<file path="config.mk">
export PLATFORM = sky130hd
export DESIGN_NAME = fp_normalize_sequencer
export DESIGN_NICKNAME = d
export VERILOG_FILES = /design/src/rtl/fp_normalize_sequencer_pkg.sv /design/src/rtl/fp_normalize_sequencer_lzd.sv /design/src/rtl/fp_normalize_sequencer.sv
export SDC_FILE = /design/constraint.sdc
export NUM_CORES = 1
export LEC_CHECK = 0
export CORE_ASPECT_RATIO = 1.1
export CORE_MARGIN = 3
export CORE_UTILIZATION = 48
export DETAILED_ROUTE_END_ITERATION = 8
export GPL_ROUTABILITY_DRIVEN = 0
export PLACE_DENSITY_LB_ADDON = 0.3
export SYNTH_ARGS = -nofsm -noshare
export SYNTH_HDL_FRONTEND = slang
export SYNTH_HIERARCHICAL = 1
export SYNTH_SLANG_ARGS = --single-unit
</file>
<file path="constraint.sdc">
create_clock -name clk -period 3.75 [get_ports clk]
set_input_delay 0.75 -clock clk [delete_from_list [all_inputs] [get_ports clk]]
set_output_delay 0.75 -clock clk [all_outputs]
set_load 0.01 [all_outputs]
</file>
<file path="src/rtl/fp_normalize_sequencer_pkg.sv">
// Shared definitions for the FP post-subtraction normaliser.
//   MANT_W     : mantissa width (hidden + 23 fraction + guard/round/sticky)
//   LZ_W       : width of a leading-zero count / remaining-shift counter
//   NORM_EXP_W : exponent width of the bundled result type
//   norm_state_e : sequencer states
//   norm_res_t   : bundled normaliser result handed to the rounding stage
package fp_normalize_sequencer_pkg;

    localparam int MANT_W     = 27;
    localparam int LZ_W       = 5;
    localparam int NORM_EXP_W = 8;

    typedef enum logic [1:0] {
        ST_IDLE   = 2'd0,
        ST_DETECT = 2'd1,
        ST_SHIFT  = 2'd2,
        ST_DONE   = 2'd3
    } norm_state_e;

    typedef struct packed {
        logic                  sign;
        logic [NORM_EXP_W-1:0] exp;
        logic [MANT_W-1:0]     mant;
        logic                  zero;
        logic                  denorm;
    } norm_res_t;

endpackage

</file>
<file path="src/rtl/fp_normalize_sequencer_lzd.sv">
// Leading-zero detector for the 27-bit normaliser mantissa.
//   mant_i : mantissa to inspect
//   lz_o   : number of leading zeros, 0..27 (27 means all-zero input)
module fp_normalize_sequencer_lzd
    import fp_normalize_sequencer_pkg::*;
(
    input  logic [MANT_W-1:0] mant_i,
    output logic [LZ_W-1:0]   lz_o
);

    // Ascending scan: the last hit is the most significant set bit.
    always_comb begin
        lz_o = LZ_W'(MANT_W);
        for (int i = 0; i < MANT_W; i++) begin
            if (mant_i[i]) begin
                lz_o = LZ_W'(MANT_W - 1 - i);
            end
        end
    end

endmodule

</file>
<file path="src/rtl/fp_normalize_sequencer.sv">
// Multi-cycle normaliser for effective-subtraction results. Captures one
// operand, counts leading zeros, left-shifts at most SHIFT_STEP places per
// cycle, adjusts the exponent (clamping to denormal) and presents the result.
//   clk, rst_n (sync, active-low), flush (sync abort)
//   in_valid/in_ready, in_sign, in_exp, in_mant   : operand handshake
//   out_valid/out_ready, out_sign, out_exp, out_mant, out_zero, out_denorm
//
// state  | meaning
// IDLE   | waiting for an operand, in_ready=1
// DETECT | leading-zero count, target shift and output exponent computed
// SHIFT  | mantissa shifted left by up to SHIFT_STEP per cycle
// DONE   | result presented, held until out_ready
module fp_normalize_sequencer
    import fp_normalize_sequencer_pkg::*;
#(
    parameter int EXP_W      = 8,
    parameter int SHIFT_STEP = 8
) (
    input  logic              clk,
    input  logic              rst_n,
    input  logic              flush,
    input  logic              in_valid,
    output logic              in_ready,
    input  logic              in_sign,
    input  logic [EXP_W-1:0]  in_exp,
    input  logic [MANT_W-1:0] in_mant,
    output logic              out_valid,
    input  logic              out_ready,
    output logic              out_sign,
    output logic [EXP_W-1:0]  out_exp,
    output logic [MANT_W-1:0] out_mant,
    output logic              out_zero,
    output logic              out_denorm
);

    norm_state_e       state_q, state_d;
    logic              sign_q, sign_d;
    logic [EXP_W-1:0]  exp_q, exp_d;
    logic [MANT_W-1:0] mant_q, mant_d;
    logic [LZ_W-1:0]   rem_q, rem_d;
    logic              zero_q, zero_d;
    logic              denorm_q, denorm_d;

    logic [LZ_W-1:0]   lz;
    logic [LZ_W-1:0]   shift_tgt;
    logic [LZ_W-1:0]   step;

    fp_normalize_sequencer_lzd u_lzd (
        .mant_i (mant_q),
        .lz_o   (lz)
    );

    always_ff @(posedge clk) begin
        if (!rst_n) begin
            state_q  <= ST_IDLE;
            sign_q   <= 1'b0;
            exp_q    <= '0;
            mant_q   <= '0;
            rem_q    <= '0;
            zero_q   <= 1'b0;
            denorm_q <= 1'b0;
        end else begin
            state_q  <= state_d;
            sign_q   <= sign_d;
            exp_q    <= exp_d;
            mant_q   <= mant_d;
            rem_q    <= rem_d;
            zero_q   <= zero_d;
            denorm_q <= denorm_d;
        end
    end

    always_comb begin
        state_d   = state_q;
        sign_d    = sign_q;
        exp_d     = exp_q;
        mant_d    = mant_q;
        rem_d     = rem_q;
        zero_d    = zero_q;
        denorm_d  = denorm_q;
        shift_tgt = '0;
        step      = '0;

        if (flush) begin
            // Abort wins over any handshake; captured data is simply abandoned.
            state_d = ST_IDLE;
        end else begin
            case (state_q)
                ST_IDLE: begin
                    if (in_valid && in_ready) begin
                        state_d  = ST_DETECT;
                        sign_d   = in_sign;
                        exp_d    = in_exp;
                        mant_d   = in_mant;
                        rem_d    = '0;
                        zero_d   = 1'b0;
                        denorm_d = 1'b0;
                    end
                end
                ST_DETECT: begin
                    if (lz == LZ_W'(MANT_W)) begin
                        zero_d = 1'b1;
                        exp_d  = '0;
                        mant_d = '0;
                    end else if (32'(exp_q) > 32'(lz)) begin
                        shift_tgt = lz;
                        exp_d     = exp_q - EXP_W'(lz);
                    end else begin
                        // Shift only as far as the exponent allows; exp 0 and
                        // exp 1 both land on the denormal scale unshifted.
                        shift_tgt = (exp_q == '0) ? '0 : LZ_W'(exp_q - EXP_W'(1));
                        exp_d     = '0;
                        denorm_d  = 1'b1;
                    end
                    if (shift_tgt == '0) begin
                        state_d = ST_DONE;
                    end else begin
                        rem_d   = shift_tgt;
                        state_d = ST_SHIFT;
                    end
                end
                ST_SHIFT: begin
                    step   = (32'(rem_q) < SHIFT_STEP) ? rem_q : LZ_W'(SHIFT_STEP);
                    mant_d = mant_q << step;
                    rem_d  = rem_q - step;
                    if (rem_d == '0) begin
                        state_d = ST_DONE;
                    end
                end
                ST_DONE: begin
                    if (out_ready) begin
                        state_d = ST_IDLE;
                    end
                end
                default: state_d = ST_IDLE;
            endcase
        end
    end

    assign in_ready   = rst_n && (state_q == ST_IDLE);
    assign out_valid  = (state_q == ST_DONE) && !flush;
    assign out_sign   = sign_q;
    assign out_exp    = exp_q;
    assign out_mant   = mant_q;
    assign out_zero   = zero_q;
    assign out_denorm = denorm_q;

endmodule

</file>
# Yosys cells after proc, flatten, opt, wreduce, memory -nomap -nowiden
# Cells that the tools add are included.
[classes] reduce_logical=18 n_mul=0 n_div=0 n_addsub=3 order_cmp=2 n_mux=54 bitwise_logic=2 n_eq_ne=11 shifts=1
[op_table] op="$mux 5" count=24
[op_table] op="$pmux 27 s3" count=1
[op_table] op="$mux 27" count=2
[op_table] op="$mux 4" count=8
[op_table] op="$shl 27x5->27" count=1
[op_table] op="$mux 8" count=3
[op_table] op="$pmux 8 s2" count=1
[op_table] op="$pmux 5 s3" count=1
[op_table] op="$ne 2x2->1 const B" count=7
[op_table] op="$reduce_and 4->1" count=3
[op_table] op="$logic_not 5->1" count=2
[op_table] op="$mux 2" count=5
[op_table] op="$reduce_and 3->1" count=3
[op_table] op="$gt 8x5->1" count=1
[op_table] op="$logic_not 8->1" count=1
[op_table] op="$pmux 2 s4" count=1
[op_table] op="$sub 8x5->8" count=1
[op_table] op="$mux 1" count=6
[op_table] op="$eq 5x5->1 const B" count=1
[op_table] op="$lt 5x4->1 const B" count=1
[op_table] op="$reduce_and 5->1" count=1
[op_table] op="$sub 5x1->5 const B" count=1
[op_table] op="$sub 5x5->5" count=1
[op_table] op="$eq 2x2->1 const B" count=2
[op_table] op="other kinds (9)" count=13
[word_totals] in_bits=41 latchBits=0 n_memories=0 wordCells=98 mem_bits_rw=0 mem_bits_ro=0 out_inout_bits=40 register_bits=45

# Depth between registers and ports, before layout
# Gate-level depths: netlist of the first run.
[depth] word_depth=35 mapped_depth=15 mapped_depth_nobuf=14

# Cells and area by module
# Netlist of the first run, hierarchy kept.
[by_module_without_submodules] mod="fp_normalize_sequencer" instances=1 seq_area_each_um2=900.9 cells_per_inst=470 area_per_inst_um2=3739.8
[by_module_without_submodules] mod="fp_normalize_sequencer_lzd" instances=1 seq_area_each_um2=0.0 cells_per_inst=51 area_per_inst_um2=277.8

# Worst setup path after synthesis of the first run
# Ideal clock, no wire load.
[synth_timing] kind="flip-flop to flip-flop" startpoint="register mant_q[3], in the netlist out_mant[3]" endpoint="register rem_q[1]" setup_slack_ps=50 stages_incl_launch_ff=15 n_path_buf=0 required_time_ps=3634 synth_period_minus_slack_ps=3700 arrival_ps=3583 setup_time_ps=116 cell_sequence="dfxtp_1 nor2b_1 a2111oi_0 o221a_1 o22ai_1 ha_1 inv_1 fa_1 a21o_1 a221o_1 a2111oi_4 mux2_2 a32oi_2 nor2_2 o211a_1"
[synth_via] elab_chain_len=32 word_cells_on_any_way=35 cone_classes="order compare: 1; eq/ne: 2; mux: 30; reduce/logical: 2"
[synth_rtl] element="start: declaration" line="fp_normalize_sequencer.sv:39" text="logic [MANT_W-1:0] mant_q, mant_d;"
[synth_rtl] element="start signal: assignment" line="fp_normalize_sequencer.sv:66" text="mant_q <= mant_d;"
[synth_rtl] element="$mux 4 * (8 in a row)" line="fp_normalize_sequencer_lzd.sv:15" text="if (mant_i[i]) begin"
[synth_rtl] element="$mux 5 * (16 in a row)" line="fp_normalize_sequencer_lzd.sv:15"
[synth_rtl] element="named net lz[0]" line="fp_normalize_sequencer.sv:44" text="logic [LZ_W-1:0] lz;"
[synth_rtl] element="$gt 8x5->1" line="fp_normalize_sequencer.sv:105" text="end else if (32'(exp_q) > 32'(lz)) begin"
[synth_rtl] element="$mux 5" line="fp_normalize_sequencer.sv:105"
[synth_rtl] element="$mux 5 *" line="fp_normalize_sequencer.sv:101" text="if (lz == LZ_W'(MANT_W)) begin"
[synth_rtl] element="$mux 5 *" line="fp_normalize_sequencer.sv:88" text="case (state_q)"
[synth_rtl] element="$mux 5 *" line="fp_normalize_sequencer.sv:84" text="if (flush) begin"
[synth_rtl] element="$logic_not 5->1" line="fp_normalize_sequencer.sv:115" text="if (shift_tgt == '0) begin"
[synth_rtl] element="$ne 2x2->1 (no source line)"
[synth_rtl] element="$reduce_and 4->1 (no source line)"
[synth_rtl] element="end signal: assignment" line="fp_normalize_sequencer.sv:67" text="rem_q <= rem_d;"
[synth_rtl] element="end: declaration" line="fp_normalize_sequencer.sv:40" text="logic [LZ_W-1:0] rem_q, rem_d;"
# The timed path passes the listed nets; every way through them passes the cells marked *. The select of a mux whose other input is x is not followed.
# A chain may end at the register's enable or synchronous reset.

# Final worst setup path of the first run
[layout_timing] startpoint="register mant_q[10], in the netlist out_mant[10]" endpoint="register rem_q[1]"
[layout_via] elab_chain_len=25 word_cells_on_any_way=28 cone_classes="order compare: 1; eq/ne: 2; mux: 23; reduce/logical: 2"
[layout_rtl] element="$mux 4 *" line="fp_normalize_sequencer_lzd.sv:15"
[layout_rtl] element="$mux 5 * (16 in a row)" line="fp_normalize_sequencer_lzd.sv:15"
[layout_rtl] element="named net lz[0]" line="fp_normalize_sequencer.sv:44"
[layout_rtl] element="$gt 8x5->1" line="fp_normalize_sequencer.sv:105"
[layout_rtl] element="$mux 5" line="fp_normalize_sequencer.sv:105"
[layout_rtl] element="$mux 5 *" line="fp_normalize_sequencer.sv:101"
[layout_rtl] element="$mux 5 *" line="fp_normalize_sequencer.sv:88"
[layout_rtl] element="$mux 5 *" line="fp_normalize_sequencer.sv:84"
[layout_rtl] element="$logic_not 5->1" line="fp_normalize_sequencer.sv:115"
[layout_rtl] element="$ne 2x2->1 (no source line)"
[layout_rtl] element="$reduce_and 4->1 (no source line)"
# Marks and branches as above.

==> results of run 1 <==
## kinds of logic after synthesis
group,after synthesis
buffers and inverters,62
other,1
AO/OA/AOI/OAI,185
adder cells (fa/ha/maj),13
AND/OR/NAND/NOR,166
XOR/XNOR,4
flip-flops,45
multiplexers,45
## how the worst max path moves through the flow
| stage | cells past startpoint | slack, ns | end |
|---|---|---|---|
| 6_report | 16 | -0.05 | rem_q[1] |
| 5_1_grt | 16 | -0.18 | rem_q[1] |
| 4_1_cts | 15 | 0.003 | rem_q[1] |
| 3_5_place_dp | 15 | -0.1 | rem_q[1] |
| 3_3_place_gp | 15 | 0.06 | rem_q[1] |
| 2_1_floorplan | 14 | 0.05 | rem_q[1] |
## repair_timing
action,4_1_cts,5_1_grt
setup buffers,3,4
resized for setup,6,23
pin swaps,2,11
setup endpoints to repair,6,10
## layout by cell type (no fill, tap or decap), types with 21 or more instances in the layout
master           Yosys  layout
dfxtp_1             45      43
a21oi_1             69      65
o21ai_0             55      52
buf_4                2      53
nor2_1              41      39
mux2i_1             23      22
nand2_1             52      52
inv_1               25      23
clkdlybuf4s50_1      0      80
mux4_2              21      21
## routing by layer
metal,global-route usage,vias to the layer above,part of all wire
met3,0.0405,53,0.086
met5,0,-,0
met1,0.363,2177,0.39
met2,0.507,308,0.49
li1,-,2149,-
met4,0.114,0,0.032
## report_power, final
group | switching (mW) | total, mW | internal (mW)
Combinational | 0.397 | 0.822 | 0.425
Sequential | 0.0438 | 0.552 | 0.508
Clock | 0.182 | 0.313 | 0.132
## final cells by class
| type | count | area, µm² | share of cell area |
|---|---|---|---|
| multi-input combinational | 414 | 2970 | 0.548 |
| timing repair buffer | 135 | 1220 | 0.225 |
| sequential | 45 | 906 | 0.167 |
| tap | 108 | 135 | 0.0249 |
| inverter | 26 | 100 | 0.0185 |
| clock buffer | 6 | 72.6 | 0.0134 |
| clock inverter | 2 | 15.0 | 0.00277 |
## through the flow
| step | cells | hold WS, ns |
|---|---|---|
| after floorplan | 521 | 0.503 |
| after global placement | 721 | 0.470 |
| after detailed placement | 721 | 0.481 |
| after CTS | 732 | 0.503 |
| after global routing | 736 | 0.554 |
| final | 736 | 0.500 |
## worst max-delay path, delay by kind of cell, from the launching register on
family / cells / cell delay (ns)
compound gates: 8 / 1.86
fa+ha+maj: 2 / 0.58
simple gates: 2 / 0.49
buf+inv: 4 / 0.39
flops: 1 / 0.38
## state kept, by name (all words and copies together), names as in the netlist
signal and flops:
out_zero 1, rem_q 5, out_sign 1, out_mant 27
state_q 2, out_exp 8, out_denorm 1
==> results.ini, run 1 <==
[route]
vias_per_cell = 6.37
totalWireLength_um = 14100
detail-route-antenna-nets = 0
dr.first_iter.drc_count = 614
vias = 4687
post-route-drc-count = 1
routedWlPerCell_um = 19.1
dr.pass1.iters = 8

[clock_network]
cts-htree-levels = 2
path_clk_slew_ns = 0.09
cts_buffers = 5
cts-root-buf = clkbuf_8
cts_max_path_buffers = 2
cts_sinks = 45
clk_latency_ns = 0.30
hold_buffers = 0
tritoncts = yes

[sta]
hold_viol_final = 0
tightest_slew_ns = 0.896
skew_ns = 0.00422
slew_viol_final = 0
relSlewSlack = 0.401
tns_ns = -0.104
finalCritPeriodShare = 1.01
setup_viol = 2
fin_crit_ns = 3.80
setup_slack_ns = -0.0546
fmax_mhz = 263
rsz0062_at_grt = true

[worst_setup_path]
crit_chain = buf_6 > inv_4 > a21oi_2 > o221a_1 > o22ai_2 > ha_2 > inv_2 > fa_2 > a21o_1 > a221o_1 > a2111oi_4 > buf_6 > nand3b_1 > a32oi_4 > or3_1 > o211a_1
startpoint = out_mant[10]
crit_path_end_kind = register
rr_worst_depth = 16
worst_ep_required_time_ns = 3.95
crit_path_max_fanout = 6
path_class = reg -> reg
r2r-start = out_mant[10]
r2r_slack_ns = -0.05
cp-start-kind = register
critPathArrivalTime_ns = 4.00
critPathSlowestCell = a2111oi_4
crit_path_frequent_cell = buf_6
cpPeakStageDelay_ns = 0.44
r2r_end = rem_q[1]

[yosys]
syn_avg_cell_area_um2 = 7.71
synth.area.mux_share = 0.178
async_flop_share = 0
synth_most_common_cell = a21oi_1
ys_seq_area_frac = 0.224
synthCells = 521
ys_seq_elements = 45
synth-xor-area-share = 0.00872
synthDistinctLibCells = 66
synth-simple-area-share = 0.197
synth_fa_ha_area_frac = 0.0424
netlist_area_mm2 = 0.00402
synth_top_area_frac = 0.224
ys_warn_count = 6
synth_top_family_by_area = compound AO/OA/AOI/OAI gates
yosys-top-cells-area = dfxtp_1 22%, mux4_2 12%, a21oi_1 8.6%, o21ai_0 6.9%, mux2i_1 5.7%
synth_nets = 575
synth_compound_area_frac = 0.286
synthFlopType = dfxtp_1
yosys.area.top_type = dfxtp_1
synthTopCellsByCount = 69 x a21oi_1, 55 x o21ai_0, 52 x nand2_1, 45 x dfxtp_1, 41 x nor2_1
synth_edf_count = 0

[power_and_ir_drop]
finalPower_mw = 1.69
powerDensity_mw_per_mm2 = 312
peakVddDrop_mv = 0.203
p_leak_nw = 2.00

[global_routing]
grtUsageTotal = 0.290
gr-total-overflow = 0
grt_max_degree = 42
antenna_found_initial = 0
grt_pass1_wl_um = 22200
grt_pass1_vias = 4503

[finish]
drive_gt1_frac = 0.180
nets = 681
design_area_mm2 = 0.00542
n_antenna_cell = 0
fillers = 645
area_growth_pct = 34.8
final_util = 0.674

[floorplanning]
core_mm2 = 0.00804
ios = 81
start_util = 0.500
die_x_um = 93.2
dieArea_mm2 = 0.00951
rows = 34
die_h_um = 102

[outcome]
violations = design-rule violations, negative setup slack
status = finished, violations left

[place]
placed_area_mm2 = 0.00517
port_buffers = 80
hpwlAfterDp_um = 10000
dp_slack_ns = -0.0994

[min_path]
min_path_cells = 2
min_to = out_denorm
worstHoldStart = out_denorm
min_path_type = reg -> reg

[run]
cap_violations = 0

No activity file was read; power rests on OpenSTA's default activity.
==> inputs of run 2 (changes only) <==
--- a/config.mk
+++ b/config.mk
@@ -6,7 +6,6 @@
 export NUM_CORES = 1
 export LEC_CHECK = 0
 export CORE_ASPECT_RATIO = 1.1
-export CORE_MARGIN = 3
 export CORE_UTILIZATION = 48
 export DETAILED_ROUTE_END_ITERATION = 8
 export GPL_ROUTABILITY_DRIVEN = 0
==> run 2 against run 1 <==
The flow finishes with violations (negative setup slack). Hold slack worse by 0.018 ns. Power is 2.1% lower. Count of clock-buffer cells in the layout is 1 higher. Register-to-register slack better by 0.04 ns. Core utilization is 0.095 points lower. Clock power is 1% higher. Maximum frequency is 1.2% higher. Via count is 0.85% lower. Combinational power is 5.2% lower. Sequential power hardly changed. Final area is 0.67% lower. First-iteration DRC count is 26% lower. Critical path type unchanged. Critical endpoint is now rem_q[4]. Largest power group unchanged. Highest routed layer unchanged.
==> results.ini, run 2 (synthesis results as in run 1) <==
[finish]
mostFrequentLayoutCells = 80 x clkdlybuf4s50_1, 68 x a21oi_1, 54 x o21ai_0  ; was 80 x clkdlybuf4s50_1, 65 x a21oi_1, 53 x buf_4
finalNonFillerCells = 734  ; was 736
area_growth_pct = 33.9  ; was 34.8%
n_antenna_cell = 0  ; unchanged
drive_gt1_frac = 0.168  ; was 0.180
fillers = 685  ; was 645
design_area_mm2 = 0.00538  ; was 0.00542 mm²
nets = 680  ; was 681
layout_commonest_cell = clkdlybuf4s50_1  ; unchanged
largest_reg_flops = 27  ; unchanged

[worst_setup_path]
path_class = reg -> reg  ; unchanged
r2r_end = rem_q[4]  ; was rem_q[1]
cp-start-kind = register  ; unchanged
crit_path_end_kind = register  ; unchanged
startpoint = out_mant[22]  ; was out_mant[10]
r2r-start = out_mant[22]  ; was out_mant[10]
worst_ep_required_time_ns = 3.96  ; was 3.95 ns
crit_path_max_fanout = 7  ; was 6
critPathArrivalTime_ns = 3.97  ; was 4.00 ns
endpoint = rem_q[4]  ; was rem_q[1]
r2r_slack_ns = -0.01  ; was -0.05 ns
rr_worst_depth = 15  ; was 16

[sta]
finalCritPeriodShare = 1.00  ; was 1.01
holdWs_ns = 0.483  ; was 0.500 ns
tns_ns = -0.0153  ; was -0.104 ns
fmax_mhz = 266  ; was 263 MHz
setup_viol = 2  ; unchanged
relSlewSlack = 0.450  ; was 0.401
setup_slack_ns = -0.0104  ; was -0.0546 ns
hold_viol_final = 0  ; unchanged
skew_ns = 0.00910  ; was 0.00422 ns
tightest_slew_ns = 0.821  ; was 0.896 ns
rsz0062_at_grt = true  ; unchanged
slew_viol_final = 0  ; unchanged
fin_crit_ns = 3.76  ; was 3.80 ns

[place]
dp_slack_ns = -0.0962  ; was -0.0994 ns
dp_cells = 724  ; was 721
hpwlAfterDp_um = 9990  ; was 10000 µm
port_buffers = 80  ; unchanged
placed_area_mm2 = 0.00519  ; was 0.00517 mm²

[run]
cap_violations = 0  ; unchanged

[clock_network]
path_clk_slew_ns = 0.09  ; about the same
cts-htree-levels = 2  ; unchanged
hold_buffers = 0  ; unchanged
cts_max_path_buffers = 2  ; unchanged
clk_latency_ns = 0.31  ; was 0.30 ns
tritoncts = yes  ; unchanged
cts-root-buf = clkbuf_8  ; unchanged
cts_sinks = 45  ; unchanged
cts_buffers = 5  ; unchanged

[route]
routedWlPerCell_um = 18.9  ; was 19.1 µm
dr.pass1.iters = 5  ; was 8
post-route-drc-count = 0  ; was 1
detail-route-antenna-nets = 0  ; unchanged
totalWireLength_um = 13900  ; was 14,100 µm
vias = 4647  ; was 4,687
dr.first_iter.drc_count = 455  ; was 614
vias_per_cell = 6.33  ; was 6.37

[global_routing]
grt_max_degree = 42  ; unchanged
grt_pass1_vias = 4399  ; was 4,503
grtUsageTotal = 0.320  ; was 0.290
antenna_found_initial = 0  ; unchanged
gr-total-overflow = 0  ; unchanged
grt_pass1_wl_um = 21700  ; was 22,200 µm

[power_and_ir_drop]
p_seq_frac = 0.336  ; was 0.327
p_leak_nw = 2.00  ; about the same
p_sw_mw = 0.597  ; was 0.623 mW
p_int_mw = 1.05  ; was 1.06 mW
powerDensity_mw_per_mm2 = 307  ; was 312 mW/mm²
clkPwrFrac = 0.192  ; was 0.186
pwr-share-comb = 0.472  ; was 0.487
peakVddDrop_mv = 0.214  ; was 0.203 mV
swShare = 0.362  ; was 0.369

[outcome]
status = finished, violations left  ; unchanged
violations = negative setup slack  ; was design-rule violations, negative setup slack

[floorplanning]
start_util = 0.502  ; was 0.500
rows = 34  ; unchanged
ios = 81  ; unchanged
die_h_um = 98.0  ; was 102 µm
core_mm2 = 0.00800  ; was 0.00804 mm²
die_x_um = 89.2  ; was 93.2 µm
dieArea_mm2 = 0.00874  ; was 0.00951 mm²

[min_path]
min_path_type = reg -> reg  ; unchanged

[run 2: changes by cell type in the layout (fill, tap and decap cells not counted), sizes merged]
cell	previous run	this run
clkinvlp	2	0
buf	55	54
clkbuf	6	7
[run 2: how the worst min path moves through the flow]
stage,start,slack (ns),to,cells after the start
2_1_floorplan,out_zero,0.50,out_zero,2
3_3_place_gp,out_zero,0.47,out_zero,2
3_5_place_dp,out_denorm,0.46,out_denorm,2
4_1_cts,out_denorm,0.48,out_denorm,2
5_1_grt,out_denorm,0.51,out_denorm,2
6_report,out_denorm,0.48,out_denorm,2
[run 2: area by class of cell]
type	instances	area (µm²)	area share
Clock buffer	7	86.3	0.0160
Tap cell	108	135	0.0251
Inverter	26	97.6	0.0181
Timing Repair Buffer	134	1210	0.225
Sequential cell	45	911	0.169
Multi-Input combinational cell	414	2940	0.547
[run 2: critical path, stage by stage, from the launching register on]
cell and delay (ns):
dfxtp_1 0.32, nor4_2 0.38, o211ai_1 0.17, o22ai_2 0.23, ha_2 0.22, inv_1 0.05, fa_2 0.34, a21o_1 0.18
a221o_1 0.35, a2111oi_4 0.34, buf_4 0.21, nand4b_1 0.14, a32oi_4 0.38, buf_6 0.15, o211ai_1 0.10, o41ai_2 0.08
[run 2: metal layers]
layer  wire (µm)  part of all wire  GRT usage
met5           0                 0          0
met4         569             0.041      0.156
met3        1070             0.077     0.0490
met2        6690              0.48      0.523
met1        5570              0.40      0.405
[run 2: repair_timing]
action,CTS,global route
endpoints found under the setup margin,6,6
buffers inserted,0,3
pin swaps,0,9
resized for setup,3,16
[run 2: power by group through the flow]
stage	combinational, mW	sequential [mW]	clock, mW
2_1_floorplan	0.404	0.578	0
3_3_place_gp	0.712	0.560	0
3_5_place_dp	0.726	0.562	0
4_1_cts	0.740	0.552	0.326
5_1_grt	0.834	0.559	0.340
6_report	0.779	0.555	0.317
[run 2: metrics by stage]
step                total power [mW]   util
floorplan                      0.983      -
global placement                1.27  0.649
detailed placement              1.29  0.649
CTS                             1.62  0.663
global route                    1.73  0.673
finish                          1.65  0.673
